$ cat src/rtl/dither_pkg.sv
// dither_pkg: definitions shared by the dither pipeline back end.
//   HCOUNT_W / VCOUNT_W : widths of the pixel column / row counters
//   pack_state_t        : bit packer states (IDLE waits for a frame start,
//                         PACK is normal operation)
//   words_per_row()     : number of WORD_W-pixel words needed to hold
//                         'width' pixels, rounding a partial word up
package dither_pkg;

    localparam int HCOUNT_W = 11;
    localparam int VCOUNT_W = 10;

    typedef enum logic [0:0] {
        IDLE = 1'b0,
        PACK = 1'b1
    } pack_state_t;

    function automatic int words_per_row(input int width, input int word_w);
        return (width + word_w - 1) / word_w;
    endfunction

endpackage

$ cat src/rtl/dither_word_fifo.sv
// dither_word_fifo: 2-entry valid/ready FIFO used as the output queue of the
// bit packer. The head entry is read straight from a register, so a word
// pushed on one cycle is presented on the next and held while out_ready=0.
// A push into a full FIFO is accepted only when a pop happens in the same
// cycle; otherwise the pushed data is discarded (the caller flags that).
//   clk, rst_n         : clock, asynchronous active-low reset
//   in_valid, in_data  : write side
//   out_valid, out_data: head entry
//   out_ready          : consumer takes the head entry this cycle
//   full               : both entries occupied
module dither_word_fifo #(
    parameter int DATA_W = 8
) (
    input  logic              clk,
    input  logic              rst_n,
    input  logic              in_valid,
    input  logic [DATA_W-1:0] in_data,
    output logic              out_valid,
    output logic [DATA_W-1:0] out_data,
    input  logic              out_ready,
    output logic              full
);

    logic [DATA_W-1:0] mem [2];
    logic              wr_ptr;
    logic              rd_ptr;
    logic [1:0]        count;
    logic              push;
    logic              pop;

    assign full      = (count == 2'd2);
    assign out_valid = (count != 2'd0);
    assign out_data  = mem[rd_ptr];
    assign pop       = out_valid && out_ready;
    // When full, the slot being popped is the one the write pointer points at.
    assign push      = in_valid && (!full || pop);

    always_ff @(posedge clk or negedge rst_n) begin
        if (!rst_n) begin
            mem[0] <= '0;
            mem[1] <= '0;
            wr_ptr <= 1'b0;
            rd_ptr <= 1'b0;
            count  <= 2'd0;
        end else begin
            if (push) begin
                mem[wr_ptr] <= in_data;
                wr_ptr      <= ~wr_ptr;
            end
            if (pop) begin
                rd_ptr <= ~rd_ptr;
            end
            case ({push, pop})
                2'b10:   count <= count + 2'd1;
                2'b01:   count <= count - 2'd1;
                default: count <= count;
            endcase
        end
    end

endmodule

$ cat src/rtl/dither_bit_packer.sv
// dither_bit_packer: packs the 1-bit dithered pixel stream into WORD_W-bit
// words (first pixel in the MSB) with linear frame-buffer word addresses and
// hands them to a 2-entry output queue with valid/ready. The dither pipeline
// is never stalled: a word that meets a full queue is dropped and the sticky
// overflow flag is raised until the next frame start.
//
// Ports:
//   clk_in, rst_n_in      : clock, asynchronous active-low reset
//   dithered_valid/pixel  : pixel strobe and value from the dither stage
//   dithered_hcount/vcount: pixel column / row
//   wr_valid, wr_ready    : output word handshake
//   wr_addr, wr_data      : word address and packed pixels
//   frame_done            : one-cycle pulse with the last word of a frame
//   overflow              : sticky, a completed word was dropped
//
// Build option DITHER_PACK_ROW_PAD_EN: when defined, every row starts on a
// word boundary and a partial word at row end is zero-padded and enqueued.
// When undefined, words run across row boundaries.
module dither_bit_packer
    import dither_pkg::*;
#(
    parameter int FRAME_WIDTH  = 320,
    parameter int FRAME_HEIGHT = 240,
    parameter int WORD_W       = 8,
    parameter int ADDR_W       = 14
) (
    input  logic                clk_in,
    input  logic                rst_n_in,
    input  logic                dithered_valid,
    input  logic                dithered_pixel,
    input  logic [HCOUNT_W-1:0] dithered_hcount,
    input  logic [VCOUNT_W-1:0] dithered_vcount,
    output logic                wr_valid,
    input  logic                wr_ready,
    output logic [ADDR_W-1:0]   wr_addr,
    output logic [WORD_W-1:0]   wr_data,
    output logic                frame_done,
    output logic                overflow
);

    localparam int                  BIDX_W   = $clog2(WORD_W);
    localparam logic [BIDX_W-1:0]   LAST_IDX = BIDX_W'(WORD_W - 1);
    localparam logic [HCOUNT_W-1:0] WIDTH_H  = HCOUNT_W'(FRAME_WIDTH);
    localparam logic [HCOUNT_W-1:0] LAST_COL = HCOUNT_W'(FRAME_WIDTH - 1);
    localparam logic [VCOUNT_W-1:0] HEIGHT_V = VCOUNT_W'(FRAME_HEIGHT);
    localparam logic [VCOUNT_W-1:0] LAST_ROW = VCOUNT_W'(FRAME_HEIGHT - 1);
    localparam logic [WORD_W-1:0]   MSB_ONE  = {1'b1, {(WORD_W - 1){1'b0}}};
`ifdef DITHER_PACK_ROW_PAD_EN
    localparam int FRAME_WORDS = words_per_row(FRAME_WIDTH, WORD_W) * FRAME_HEIGHT;
`else
    // Without padding the frame is one long run of pixels.
    localparam int FRAME_WORDS = words_per_row(FRAME_WIDTH * FRAME_HEIGHT, WORD_W);
`endif

    generate
        if (WORD_W < 2 || WORD_W > 32 || (WORD_W & (WORD_W - 1)) != 0) begin : g_bad_word_w
            $error("dither_bit_packer: WORD_W must be a power of two in 2..32");
        end
        if (FRAME_WORDS > (1 << ADDR_W)) begin : g_addr_too_narrow
            $error("dither_bit_packer: ADDR_W cannot address one frame of words");
        end
`ifndef DITHER_PACK_ROW_PAD_EN
        if (((FRAME_WIDTH * FRAME_HEIGHT) % WORD_W) != 0) begin : g_bad_geometry
            $error("dither_bit_packer: frame pixel count must be a multiple of WORD_W");
        end
`endif
    endgenerate

    pack_state_t         state;
    logic [BIDX_W-1:0]   bit_idx;
    logic [BIDX_W-1:0]   eff_idx;
    logic [WORD_W-1:0]   shreg;
    logic [WORD_W-1:0]   eff_shreg;
    logic [WORD_W-1:0]   packed_word;
    logic [ADDR_W-1:0]   addr;
    logic [ADDR_W-1:0]   eff_addr;
    logic                accept;
    logic                frame_start;
    logic                realign;
    logic                row_end;
    logic                frame_end;
    logic                packing;
    logic                word_done;
    logic                queue_full;
    logic                drop;
    logic [ADDR_W+WORD_W-1:0] queue_out;

    assign accept      = dithered_valid && (dithered_hcount < WIDTH_H) &&
                         (dithered_vcount < HEIGHT_V);
    assign frame_start = accept && (dithered_hcount == '0) && (dithered_vcount == '0);
    assign row_end     = (dithered_hcount == LAST_COL);
    assign frame_end   = row_end && (dithered_vcount == LAST_ROW);
    // A frame start is honoured from any state, including mid-frame.
    assign packing     = accept && ((state == PACK) || frame_start);

`ifdef DITHER_PACK_ROW_PAD_EN
    // Every row begins a fresh word; any stray partial word is abandoned.
    assign realign   = accept && (dithered_hcount == '0);
    assign word_done = packing && ((eff_idx == LAST_IDX) || row_end);
`else
    assign realign   = frame_start;
    assign word_done = packing && (eff_idx == LAST_IDX);
`endif

    // Bit index, partial word and address as seen by the current pixel,
    // after any frame-start or row realignment has been applied.
    assign eff_idx     = realign ? '0 : bit_idx;
    assign eff_shreg   = realign ? '0 : shreg;
    assign eff_addr    = frame_start ? '0 : addr;
    assign packed_word = eff_shreg | (dithered_pixel ? (MSB_ONE >> eff_idx) : '0);

    // The queue head is occupied whenever it is full, so a pop happens
    // exactly when the consumer is ready.
    assign drop = word_done && queue_full && !wr_ready;

    // Packer state: bit position, partial word, word address, frame
    // tracking and the two registered status outputs.
    always_ff @(posedge clk_in or negedge rst_n_in) begin
        if (!rst_n_in) begin
            state      <= IDLE;
            bit_idx    <= '0;
            shreg      <= '0;
            addr       <= '0;
            frame_done <= 1'b0;
            overflow   <= 1'b0;
        end else begin
            frame_done <= 1'b0;
            if (packing) begin
                if (word_done) begin
                    bit_idx <= '0;
                    shreg   <= '0;
                    // A dropped word still consumes its address slot.
                    addr    <= eff_addr + ADDR_W'(1);
                end else begin
                    bit_idx <= eff_idx + BIDX_W'(1);
                    shreg   <= packed_word;
                    addr    <= eff_addr;
                end
                overflow <= drop || (overflow && !frame_start);
                if (frame_end) begin
                    state      <= IDLE;
                    frame_done <= word_done;
                end else begin
                    state <= PACK;
                end
            end
        end
    end

    dither_word_fifo #(
        .DATA_W (ADDR_W + WORD_W)
    ) u_queue (
        .clk       (clk_in),
        .rst_n     (rst_n_in),
        .in_valid  (word_done),
        .in_data   ({eff_addr, packed_word}),
        .out_valid (wr_valid),
        .out_data  (queue_out),
        .out_ready (wr_ready),
        .full      (queue_full)
    );

    assign wr_addr = queue_out[ADDR_W+WORD_W-1 -: ADDR_W];
    assign wr_data = queue_out[WORD_W-1:0];

endmodule

$ cat config.mk
export PLATFORM = sky130hd
export DESIGN_NAME = dither_bit_packer
export DESIGN_NICKNAME = d
export VERILOG_FILES = /design/src/rtl/dither_pkg.sv /design/src/rtl/dither_word_fifo.sv /design/src/rtl/dither_bit_packer.sv
export SDC_FILE = /design/constraint.sdc
export NUM_CORES = 1
export LEC_CHECK = 0
export ABC_CLOCK_PERIOD_IN_PS = 3620
export BUFFER_PORTS_ARGS = -buffer_cell sky130_fd_sc_hd__buf_2
export CAP_MARGIN = 10
export CORE_UTILIZATION = 40
export CTS_BUF_LIST = sky130_fd_sc_hd__clkbuf_4
export DETAILED_ROUTE_END_ITERATION = 10
export GPL_ROUTABILITY_DRIVEN = 0
export PLACE_DENSITY_LB_ADDON = 0.25
export SYNTH_ARGS = -nofsm -noshare
export SYNTH_HDL_FRONTEND = slang
export SYNTH_SLANG_ARGS = --single-unit
$ cat constraint.sdc
create_clock -name clk_in -period 3.62 [get_ports clk_in]
set_input_delay 0.543 -clock clk_in [delete_from_list [all_inputs] [get_ports clk_in]]
set_output_delay 0.543 -clock clk_in [all_outputs]
set_load 0.05 [all_outputs]
# Word-level counts from Yosys, hierarchy flattened
# Index checks and enable logic that the tools add are counted.
[op_classes]
addsub = 4
magnitude_cmp = 5
n_eq_ne = 6
shifts = 1
n_mux = 17
bitwise_logic = 5
n_reduce_logical = 23
[op_table]
columns = ["operator", "count"]
rows = [
  ["$mux W22", 4],
  ["$bwmux W44", 1],
  ["$mux W14", 2],
  ["$mux W8", 3],
  ["$demux W22 S1", 1],
  ["$add A14 B1 Y14 const B", 1],
  ["$logic_and A1 B1 Y1", 13],
  ["$eq A11 B9 Y1 const B", 1],
  ["$logic_not A11 Y1", 1],
  ["$lt A11 B9 Y1 const B", 1],
  ["$eq A10 B8 Y1 const B", 1],
  ["$logic_not A10 Y1", 1],
  ["$lt A10 B8 Y1 const B", 1],
  ["$or A8 B8 Y8", 1],
  ["$shr A8 B3 Y8 const A", 1],
  ["$mux W3", 2],
  ["$eq A2 B2 Y1 const B", 2],
  ["$ge A2 B2 Y1 const B", 2],
  ["$not A1 Y2", 2],
  ["$pmux W2 S2", 1],
  ["$reduce_bool A2 Y1", 2],
  ["$add A3 B1 Y3 const B", 1],
  ["$eq A3 B3 Y1 const B", 1],
  ["$logic_not A1 Y1", 3],
  ["other kinds (7)", 12],
]
[word_totals]
register_bits = 76
in_bits = 26
out_inout_bits = 25
wordCells = 72

# Longest topological paths before layout
# Gate-level depths: netlist of the first run.
[depth]
ltp_word = 11
mapped_depth = 16

# By module
# A second synthesis of the first run with hierarchy kept.
[unflattened]
cells_unflattened = 333
hier_area_um2 = 4011.3
[modules_own_cells]
columns = ["module", "n_inst", "cells_each", "area_per_inst_um2"]
rows = [
  ["dither_word_fifo", 1, 135, 2283.4],
  ["dither_bit_packer", 1, 198, 1727.9],
]

# Worst setup path before layout of the first run
# OpenSTA, ideal clock, no wires.
[synth_path]
path_type = "input port to flip-flop"
from = "in dithered_hcount[4]"
to = "reg u_queue.count[1]"
setup_ns = 0.079
arrival_ns = 3.234
slack_ns = 0.307
path_stages = 15
path_cell_list = "nor4_2 > and4_1 > nand3_1 > clkbuf_1 > clkbuf_1 > nand2_1 > inv_1 > ha_1 > ha_1 > clkbuf_1 > clkbuf_1 > nand3_1 > ha_1 > nor2_1 > xor2_1"
[synth_between]
elab_chain_cells = 11
elab_cells_between_ends = 16
[synth_lines]
columns = ["item", "line", "rtl"]
rows = [
  ["start: declaration", "dither_bit_packer.sv:31", "input logic [HCOUNT_W-1:0] dithered_hcount,"],
  ["$lt A11 B9 Y1", "dither_bit_packer.sv:88", "assign accept = dithered_valid && (dithered_hcount < WIDTH_H) &&"],
  ["$logic_and A1 B1 Y1 (2 in series)", "dither_bit_packer.sv:88", ""],
  ["$logic_and A1 B1 Y1 (2 in series)", "dither_bit_packer.sv:90", "assign frame_start = accept && (dithered_hcount == '0) && (dithered_vcount == '0);"],
  ["$mux W3 / $logic_or A1 B1 Y1 (equally long branches)", "dither_bit_packer.sv:107, dither_bit_packer.sv:94", ""],
  ["$eq A3 B3 Y1 / $logic_and A1 B1 Y1 (equally long branches)", "dither_bit_packer.sv:102, dither_bit_packer.sv:94", ""],
  ["$logic_and A1 B1 Y1 *", "dither_bit_packer.sv:102", "assign word_done = packing && (eff_idx == LAST_IDX);"],
  ["$logic_and A1 B1 Y1 *", "dither_word_fifo.sv:36", "assign push = in_valid && (!full || pop);"],
  ["$eq A2 B1 Y1 / $eq A2 B2 Y1 (equally long branches)", "dither_word_fifo.sv:53", "case ({push, pop})"],
  ["$pmux W2 S2 / $reduce_bool A2 Y1 (equally long branches)", "--", ""],
  ["end signal: assignment", "dither_word_fifo.sv:54", "2'b10: count <= count + 2'd1;"],
  ["end signal: assignment", "dither_word_fifo.sv:55", "2'b01: count <= count - 2'd1;"],
  ["end signal: assignment", "dither_word_fifo.sv:56", "default: count <= count;"],
  ["end: declaration", "dither_word_fifo.sv:27", "logic [1:0] count;"],
]
# Mark *: on every way between the ends. The rest lies on a longest branch, timed or not.
# A chain may end at the register's enable or synchronous reset.

# Worst setup path in the final report of the first run
[layout_path]
from = "in dithered_hcount[7]"
to = "reg u_queue.mem[0] (netlist name)"
[layout_between]
elab_chain_cells = 10
elab_cells_between_ends = 17
[layout_lines]
columns = ["item", "line", "rtl"]
rows = [
  ["$lt A11 B9 Y1", "dither_bit_packer.sv:88", ""],
  ["$logic_and A1 B1 Y1 (2 in series)", "dither_bit_packer.sv:88", ""],
  ["$logic_and A1 B1 Y1 (2 in series)", "dither_bit_packer.sv:90", ""],
  ["$mux W3", "dither_bit_packer.sv:107", "assign eff_idx = realign ? '0 : bit_idx;"],
  ["$shr A8 B3 Y8", "dither_bit_packer.sv:110", "assign packed_word = eff_shreg | (dithered_pixel ? (MSB_ONE >> eff_idx) : '0);"],
  ["$mux W8", "dither_bit_packer.sv:110", ""],
  ["$or A8 B8 Y8", "dither_bit_packer.sv:110", ""],
  ["$bwmux W44", "dither_word_fifo.sv:47", "mem[wr_ptr] <= in_data;"],
  ["end signal: indexed assignment", "dither_word_fifo.sv:47", ""],
  ["end: declaration", "dither_word_fifo.sv:24", "logic [DATA_W-1:0] mem [2];"],
]
# Several ways; a longest one is shown, not always the timed one.

==> flow_summary.ini, run 1 <==
[sta]
min_period_ns = 2.76
setup_ws_ns = 0.857
rsz0062_at_grt = false
maxSlewViolCount = 0
skew_ns = 0.00939
finalHoldViolCount = 0
finalCritPeriodShare = 0.763
setup_tns_ns = 0
report.final.setup_viol = 0
max_slew_margin = 0.374
fmax_mhz = 362
whs_ns = 0.269
worst-slew-pin-transition_ns = 0.939

[route]
drtIter0Drc = 80
dr_wl_met3_um = 311
routed_wl_mm = 8.06
dr.pass1.iters = 4
via_per_inst = 5.22
vias = 2736
routed.top_layer = met4
drtAntennaViolNets = 0
wl_met1_mm = 3.58
avgRoutedWirePerCell_um = 15.4
drc = 0
wl_met2_mm = 4.01

[min_path]
min_path_type = in2async

[placement]
numPlacedInstances = 510
portBuffers = 50
dpl_worst_slack_ns = 0.445
dpl.hpwl_mm = 5.69

[setup_path]
critPathMaxFanout = 14
cp-start-kind = primary input
path_class = in2reg
endpoint_kind = flop
crit_required_ns = 3.91
worstSetupEndpoint = u_queue.mem[0]$_DFFE_PN0P_
r2r_cells = 7
crit_start = dithered_hcount[7]
rrSetupSlack_ns = 1.23
critPathArrivalTime_ns = 3.06
r2r-end = u_queue.mem[2]$_DFFE_PN0P_
r2r-start = state$_DFFE_PN0P_

[logic_synthesis]
synthesis.nets = 374
ys_ff_latch = 76
synth_cells = 340
ys_seq_area_frac = 0.489
netlist_area_um2 = 3890
synth_largest_area_cell = dfrtp_1
avgSynthCellArea_um2 = 11.4
yosysWarnings = 0
yosys-top-cells-area = dfrtp_1 (49%), mux2_1 (11%), mux2_2 (7.8%)
synth_top_area_frac = 0.489
synth_cell_types = 44

[global_routing]
grt_pass1_vias = 2867
grt.total_usage = 0.177
overflow = 0
grt_pass1_wl_mm = 13.9
grt_start_max_net_pins = 77
antenna_found_initial = 0

[floorplan]
start_util = 0.417
die_h_um = 101
core_um2 = 9330
fp.dieW_um = 101
rows = 35
io-pin-count = 51
dieArea_um2 = 10100

[clocking]
cts_max_level = 3
post_cts_buffers = 0
ctsResizeCount = 0
insertion_delay_ns = 0.40
clk_path_buf_depth = 2
numClockSinks = 76
clockRootBuffer = clkbuf_4
cts_buffers = 9
cts_hold_buf = 0
cts_tree = built
clkTransAtPathRegs_ns = 0.11

[layout]
instances_no_fill = 524
seq_area_um2 = 1900
multi_input_area_um2 = 1860
nets = 426
area_growth_pct = 14.7
n_antenna_cell = 0
drive_gt1_frac = 0.273
nFillCells = 870
final_util = 0.478

[pwr]
peakVddDrop_mv = 0.151
p_per_area_nw_per_um2 = 339
total_leakage_power_nw = 2.31

[run]
maxCapViolCount = 0

[run_status]
outcome = finished clean
cell usage in the layout, fill, tap and decap left out, types with 5 or more instances in the layout:
cell type / Yosys / routed
dfrtp_1: 76 / 76
buf_2: 6 / 49
mux2_1: 39 / 39
mux2_2: 27 / 27
nor2_1: 25 / 25
and2_1: 18 / 18
nand3_1: 15 / 15
nand2_1: 15 / 15
nand4_1: 12 / 12
xnor2_1: 11 / 11
o21ai_0: 10 / 10
buf_4: 2 / 10
clkbuf_4: 0 / 9
and3_1: 8 / 8
ha_1: 8 / 8
inv_1: 6 / 6
nor3_1: 5 / 5
xor2_1: 5 / 5
synthesized netlist by cell type (all sizes together):
cell type  number
dfrtp          76
or4             1
nand4          15
o21ai          13
ha              8
or3             1
xor2            5
xnor2          11
nand3          15
and3            8
nand2b          1
a31oi           3
or2             1
a21oi           3
nand2          15
a2bb2oi         1
clkbuf          8
mux2           66
and2           18
nor2b           1
a32o            3
a41oi           3
a22o            1
nor3b           2
o31ai           1
nor4            4
a32oi           1
o22ai           1
and4b           1
nor3            5
nor2           25
buf            11
o21a            2
inv             6
and4            4
worst min path at each step:
stage	slack, ns	cells after the start	endpoint
floorplan	0.25	0	addr[0]$_DFFE_PN0P_
global placement	0.46	1	u_queue.mem[36]$_DFFE_PN0P_
detailed placement	0.47	1	u_queue.mem[41]$_DFFE_PN0P_
CTS	0.30	1	u_queue.mem[16]$_DFFE_PN0P_
global route	0.34	1	u_queue.mem[17]$_DFFE_PN0P_
finish	0.27	1	u_queue.mem[17]$_DFFE_PN0P_
registers in the layout (all words and copies together), names as in the netlist:
register and cells:
addr 14, u_queue.mem 44, u_queue.count 2, bit_idx 3
shreg 8, u_queue.rd_ptr 1, state 1, u_queue.wr_ptr 1
overflow 1, frame_done 1
critical path, cell delays in order:
cell and delay (ns):
buf_2 0.10, nor3_1 0.32, and4_1 0.30, nand3_1 0.15, and2_1 0.23, ha_1 0.23, ha_1 0.31, nand4_2 0.33
buf_12 0.21, mux2_2 0.33
cell type report:
class | count | share of cell area
Clock buffer | 9 | 0.0151
Clock inverter | 5 | 0.0230
Inverter | 6 | 0.00505
Multi-Input combinational cell | 239 | 0.418
Sequential cell | 76 | 0.426
Tap cell | 129 | 0.0362
Timing Repair Buffer | 60 | 0.0763
through the flow:
step	power (mW)	instance area [µm²]
5_1_grt	1.57	4460
4_1_cts	1.54	4460
3_5_place_dp	0.912	4290
6_report	1.51	4460
3_3_place_gp	0.911	4290
2_1_floorplan	0.874	3890
per-layer routing:
layer,GRT usage,up-vias
met5,0,-
met4,0.0569,0
met3,0.0423,12
met2,0.307,52
met1,0.216,1352
li1,-,1320
kinds of logic (layout without fill, tap and decap cells):
group | count (synthesis) | after routing | synth area share
adders and majority gates | 8 | 8 | 0.0257
xor gates and xnor gates | 16 | 16 | 0.0360
and+or+nand+nor | 117 | 117 | 0.171
DFF | 76 | 76 | 0.489
muxes | 66 | 66 | 0.191
AOI/OAI and AO/OA | 32 | 32 | 0.0550
buffers and inverters | 25 | 80 | 0.0318
power breakdown:
part / switching, mW / internal, mW / total (mW)
Sequential: 0.00000150 / 0.849 / 0.849
Clock: 0.278 / 0.342 / 0.620
Combinational: 0.0306 / 0.0139 / 0.0445
Total: 0.309 / 1.20 / 1.51
Note: power is estimated with default switching activity, not from simulation.
==> run 2, diff against run 1 <==
--- a/config.mk
+++ b/config.mk
@@ -5,7 +5,8 @@
 export SDC_FILE = /design/constraint.sdc
 export NUM_CORES = 1
 export LEC_CHECK = 0
-export ABC_CLOCK_PERIOD_IN_PS = 3620
+export ABC_AREA = 1
+export ABC_CLOCK_PERIOD_IN_PS = 2500
 export BUFFER_PORTS_ARGS = -buffer_cell sky130_fd_sc_hd__buf_2
 export CAP_MARGIN = 10
 export CORE_UTILIZATION = 40
==> constraint.sdc (replaced) <==
create_clock -name clk_in -period 2.5 [get_ports clk_in]
set_input_delay 0.375 -clock clk_in [delete_from_list [all_inputs] [get_ports clk_in]]
set_output_delay 0.375 -clock clk_in [all_outputs]
set_load 0.05 [all_outputs]
==> flow_summary.ini, run 2 <==
[logic_synthesis]
avgSynthCellArea_um2 = 8.10
netlist_area_um2 = 3930
yosys-top-cells-area = dfrtp_1 (48%), nand2_1 (13%), inv_1 (6.4%)
yosysWarnings = 0
synthesis.nets = 519
synth_top_area_frac = 0.484
ys_seq_area_frac = 0.484
synth_cell_types = 36
ys_ff_latch = 76
synth_edf_count = 0
synthTopCellsByCount = nand2_1 (140), dfrtp_1 (76), inv_1 (67), o21ai_0 (41), nor2_1 (30)
synth_largest_area_cell = dfrtp_1
yosys.cell_count.top_type = nand2_1
synth_cells = 485
async_flop_share = 1.00
synth_top_flop_cell = dfrtp_1

[min_path]
min_path_type = in2reg

[pwr]
peakVddDrop_mv = 0.292
total_leakage_power_nw = 2.38
p_per_area_nw_per_um2 = 727
totalPowerFinal_mw = 3.31

[clocking]
cts_hold_buf = 1
insertion_delay_ns = 0.41
post_cts_buffers = 0
ctsResizeCount = 0
cts_buffers = 9
numClockSinks = 76
cts_max_level = 3
cts_tree = built
clkTransAtPathRegs_ns = 0.11
clockRootBuffer = clkbuf_4
clk_path_buf_depth = 2

[global_routing]
top_usage_layer = met2
grt_pass1_wl_mm = 14.6
grt_pass1_vias = 3140
grt_start_max_net_pins = 50
overflow = 0
gr-usage-met3 = 0.0333
antenna_found_initial = 0
grt.total_usage = 0.184
met1_usage = 0.252
met2_usage = 0.295

[setup_path]
crit_top_cell = ha_4
crit_slowest_cell = ha_4
endpoint_kind = flop
crit_required_ns = 2.80
cpPeakStageDelay_ns = 0.22
critPathArrivalTime_ns = 2.29
cp_top_family = simple AND/OR/NAND/NOR gates
worstPathCellList = buf_2 > nor2_2 > nand2_1 > nor2_2 > nand3_4 > nand2_2 > inv_2 > ha_4 > ha_4 > nand2_4 > inv_6 > nand2_8 > ha_4 > a21oi_1 > o21ai_1 > xor2_1
cp.buffers_inverters = 3
cp-start-kind = primary input
critPathMaxFanout = 10
rrSetupSlack_ns = 0.64
path_class = in2reg

[layout]
instances_no_fill = 676
largest_reg_flops = 44
drive_gt1_frac = 0.186
reg_top3 = u_queue.mem x44, addr x14, shreg x8
final_util = 0.486
layout_common_cells = nand2_1 (138), dfrtp_1 (76), inv_1 (65), buf_2 (49), o21ai_0 (40)
nets = 579
final_common_cell = nand2_1
largest_register = u_queue.mem
final_area_um2 = 4550
area_growth_pct = 15.9
n_antenna_cell = 0

[floorplan]
fp.dieW_um = 101
core_um2 = 9370
dieArea_um2 = 10200
io-pin-count = 51
die_h_um = 101
start_util = 0.419
rows = 35

[sta]
min_period_ns = 1.99
max_slew_margin = 0.567
maxSlewViolCount = 0
rsz0062_at_grt = false
finalHoldViolCount = 0
setup_tns_ns = 0
fmax_mhz = 503
finalCritPeriodShare = 0.795
skew_ns = 0.0197
worst-slew-pin-transition_ns = 0.649
report.final.setup_viol = 0

[placement]
dpl.hpwl_mm = 6.05
place_area_um2 = 4430
portBuffers = 50
numPlacedInstances = 662

[run]
maxCapViolCount = 0

[route]
drc = 0
routed_wl_mm = 8.20
via_per_inst = 4.75
vias = 3209
avgRoutedWirePerCell_um = 12.1
drtIter0Drc = 208
drtAntennaViolNets = 0
dr.pass1.iters = 4

[run_status]
outcome = finished clean
==> run 2: cell count changes after synthesis, moves of 4 or more <==
cell / delta
nand2_1: +125
inv_1: +61
mux2_1: -39
o21ai_0: +31
mux2_2: -26
o21ai_1: +25
and2_1: -18
o21a_1: +15
xnor2_1: -9
and3_1: -8
nor2_1: +5
and4_1: -4
nor3_1: -4
==> run 2: worst paths after layout <==
path | endpoint | from | cells past startpoint
setup / recovery | u_queue.count[1]$_DFFE_PN0P_ | dithered_hcount[10] | 16
hold / removal | u_queue.rd_ptr$_DFFE_PN0P_ | wr_ready | 3
setup reg to reg | u_queue.mem[19]$_DFFE_PN0P_ | bit_idx[1]$_DFFE_PN0P_ | 10
hold reg to reg | u_queue.mem[9]$_DFFE_PN0P_ | u_queue.mem[9]$_DFFE_PN0P_ | 1
max in group asynchronous | u_queue.mem[43]$_DFFE_PN0P_ | rst_n_in | 3
min in group asynchronous | u_queue.mem[42]$_DFFE_PN0P_ | rst_n_in | 2
==> run 2: final cells by class <==
class,count,area (µm²)
Fill cell,960,4820
Sequential cell,76,1900
Multi-Input combinational cell,323,1720
Timing Repair Buffer,65,393
Inverter,70,268
Tap cell,129,161
Clock buffer,9,67.6
Clock inverter,4,43.8
==> run 2: worst reg2reg max path: stages (launching register included) <==
cell and delay [ns]:
dfrtp_1 0.37, nand2_2 0.09, inv_2 0.09, ha_4 0.16
ha_4 0.15, nand2_4 0.06, inv_6 0.08, nand2_8 0.10
nor2_8 0.41, nand2_1 0.12, o21a_1 0.12
==> run 2: report_power, final <==
group          total [mW]  switching [mW]  internal [mW]
Combinational        1.33            1.03          0.296
Sequential           1.30          0.0295           1.27
Clock               0.682           0.399          0.283
==> run 2: stage by stage <==
stage / hold WS [ns] / setup WS, ns
floorplan: 0.0794 / 0.0113
detailed placement: 0.454 / 0.0684
global route: 0.281 / 0.383
global placement: 0.456 / 0.164
finish: 0.287 / 0.512
CTS: 0.272 / 0.465
==> run 2: cell families after synthesis <==
| family | after synthesis | share of synthesized area |
|---|---|---|
| flops | 76 | 0.484 |
| xor+xnor | 8 | 0.0178 |
| buf+inv | 86 | 0.0962 |
| compound gates | 94 | 0.134 |
| fa+ha+maj | 8 | 0.0255 |
| simple gates | 212 | 0.240 |
| mux | 1 | 0.00287 |
==> run 2: per-layer routing <==
metal / up-vias / share of wire
met3: 8 / 0.031
met1: 1484 / 0.51
met5: - / 0
met2: 63 / 0.45
li1: 1654 / -
met4: 0 / 0.013
==> run 3, diff against run 2 <==
--- a/config.mk
+++ b/config.mk
@@ -6,7 +6,7 @@
 export NUM_CORES = 1
 export LEC_CHECK = 0
 export ABC_AREA = 1
-export ABC_CLOCK_PERIOD_IN_PS = 2500
+export ABC_CLOCK_PERIOD_IN_PS = 1700
 export BUFFER_PORTS_ARGS = -buffer_cell sky130_fd_sc_hd__buf_2
 export CAP_MARGIN = 10
 export CORE_UTILIZATION = 40
==> constraint.sdc (replaced) <==
create_clock -name clk_in -period 1.7 [get_ports clk_in]
set_input_delay 0.255 -clock clk_in [delete_from_list [all_inputs] [get_ports clk_in]]
set_output_delay 0.255 -clock clk_in [all_outputs]
set_load 0.05 [all_outputs]
==> flow_summary.ini, run 3 (synthesis results as in run 2) <==
[route]
wl_met2_mm = 4.73
dr_wl_met3_um = 381
avgRoutedWirePerCell_um = 13.2
routed.top_layer = met4
via_per_inst = 4.78
dr.pass1.iters = 4
routed_wl_mm = 9.94
drtAntennaViolNets = 0
drc = 0
vias = 3594
drtIter0Drc = 184
wl_met1_mm = 4.60

[setup_path]
path_class = reg2reg
endpoint_kind = flop
critPathArrivalTime_ns = 2.10
crit_required_ns = 2.02
cp-start-kind = flop
critPathMaxFanout = 11

[clocking]
clkTransAtPathRegs_ns = 0.13
cts_tree = built
clk_path_buf_depth = 2
insertion_delay_ns = 0.43
cts_max_level = 3
cts_buffers = 9
numClockSinks = 76
clockRootBuffer = clkbuf_4

[placement]
dpl.hpwl_mm = 6.66
portBuffers = 50
numPlacedInstances = 715

[pwr]
seq_power_share = 0.316
pwr-share-clk = 0.206
peakVddDrop_mv = 0.514
total_leakage_power_nw = 2.95
switching_share = 0.409
combPwrFrac = 0.478
p_switching_mw = 2.53
p_per_area_nw_per_um2 = 1060
intPower_mw = 3.65

[sta]
max_slew_margin = 0.749
finalHoldViolCount = 0
fmax_mhz = 563
finalCritPeriodShare = 1.05
report.final.setup_viol = 51
setup_tns_ns = -2.00
min_period_ns = 1.78
worst-slew-pin-transition_ns = 0.374
rsz0062_at_grt = true
skew_ns = 0.0143
setup_ws_ns = -0.0774
maxSlewViolCount = 0

[global_routing]
grt_start_max_net_pins = 27
grt.total_usage = 0.191
grt_pass1_wl_mm = 15.2
overflow = 0
grt_pass1_vias = 3390
antenna_found_initial = 0

[run_status]
violations = setup timing
outcome = finished with violations

[layout]
largest_reg_flops = 44
final_common_cell = nand2_1
n_antenna_cell = 0
area_growth_pct = 48.2
multi_input_area_um2 = 2020
seq_area_um2 = 1900
instances_no_fill = 752
reg_top3 = u_queue.mem x44, addr x14, shreg x8
layout_common_cells = nand2_1 (103), dfrtp_1 (75), buf_4 (66), inv_1 (64), nand2_2 (34)
nets = 652
largest_register = u_queue.mem
drive_gt1_frac = 0.403
nFillCells = 823

[floorplan]
die_h_um = 101
core_um2 = 9370
dieArea_um2 = 10200
io-pin-count = 51
fp.dieW_um = 101
start_util = 0.419
rows = 35

[min_path]
min_path_type = in2reg

[run]
maxCapViolCount = 0
run 3: cell count changes in the layout (fill, tap and decap cells not counted), sizes merged:
cell,change
clkbuf,+6
clkinvlp,+2
bufinv,+1
clkinv,-1
buf,+68
run 3: critical path, stage by stage (launching register included):
cell,delay (ns)
dfrtp_1,0.41
nand2_4,0.07
inv_4,0.06
ha_4,0.14
ha_4,0.16
nand2_8,0.06
inv_6,0.07
nand2_8,0.06
buf_12,0.13
nor2_8,0.18
buf_12,0.16
nand2_1,0.06
o21a_1,0.09
run 3: final cells by class:
type                    count  share of cell area
inverters                  70              0.0468
well taps                 129              0.0277
repair buffers            138               0.223
flip-flops and latches     76               0.327
multi-input cells         323               0.347
clock buffers              10              0.0129
clock inverters             6              0.0153
run 3: power by group through the flow:
stage	Clock [mW]	Combinational, mW	Sequential, mW
floorplan	0	1.59	1.94
global placement	0	2.18	1.94
detailed placement	0	2.19	1.94
CTS	1.30	2.43	1.91
global route	1.38	3.12	1.96
finish	1.28	2.95	1.95
run 3: path summary, 6_finish.rpt:
| path | from | end | slack [ns] | cells after the start |
|---|---|---|---|---|
| max | bit_idx[0]$_DFFE_PN0P_ | u_queue.mem[17]$_DFFE_PN0P_ | -0.08 | 12 |
| min reg2reg | u_queue.mem[17]$_DFFE_PN0P_ | u_queue.mem[17]$_DFFE_PN0P_ | 0.51 | 1 |
| max in group asynchronous | rst_n_in | u_queue.mem[5]$_DFFE_PN0P_ | 0.90 | 3 |
| min in group asynchronous | rst_n_in | u_queue.wr_ptr$_DFFE_PN0P_ | 0.26 | 2 |
| max reg2reg | bit_idx[0]$_DFFE_PN0P_ | u_queue.mem[17]$_DFFE_PN0P_ | -0.08 | 12 |
| min | dithered_vcount[9] | frame_done$_DFF_PN0_ | 0.21 | 6 |
run 3: routing by layer:
metal	global-route usage	vias up
met5	0	-
met4	0.0792	0
met3	0.0298	20
met2	0.308	88
met1	0.257	1677
li1	-	1809
run 3: repair_timing:
item	CTS	global route
gates cloned	0	6
pin swaps	9	16
hold buffers	1	0
buffers inserted	4	10
endpoints found under the setup margin	25	61
hold endpoints to repair	21	0
gates resized for setup	29	107
run 3: through the flow:
stage	power (mW)	hold WS, ns	area (µm²)	setup slack [ns]	utilization
after global placement	4.12	0.188	4930	-0.423	0.526
final	6.18	0.209	5820	-0.0774	0.621
after global routing	6.46	0.216	5820	-0.146	0.621
after CTS	5.64	0.192	5220	-0.0416	0.557
after floorplan	3.53	-0.0406	4110	-0.607	-
after detailed placement	4.14	0.187	4930	-0.462	0.526
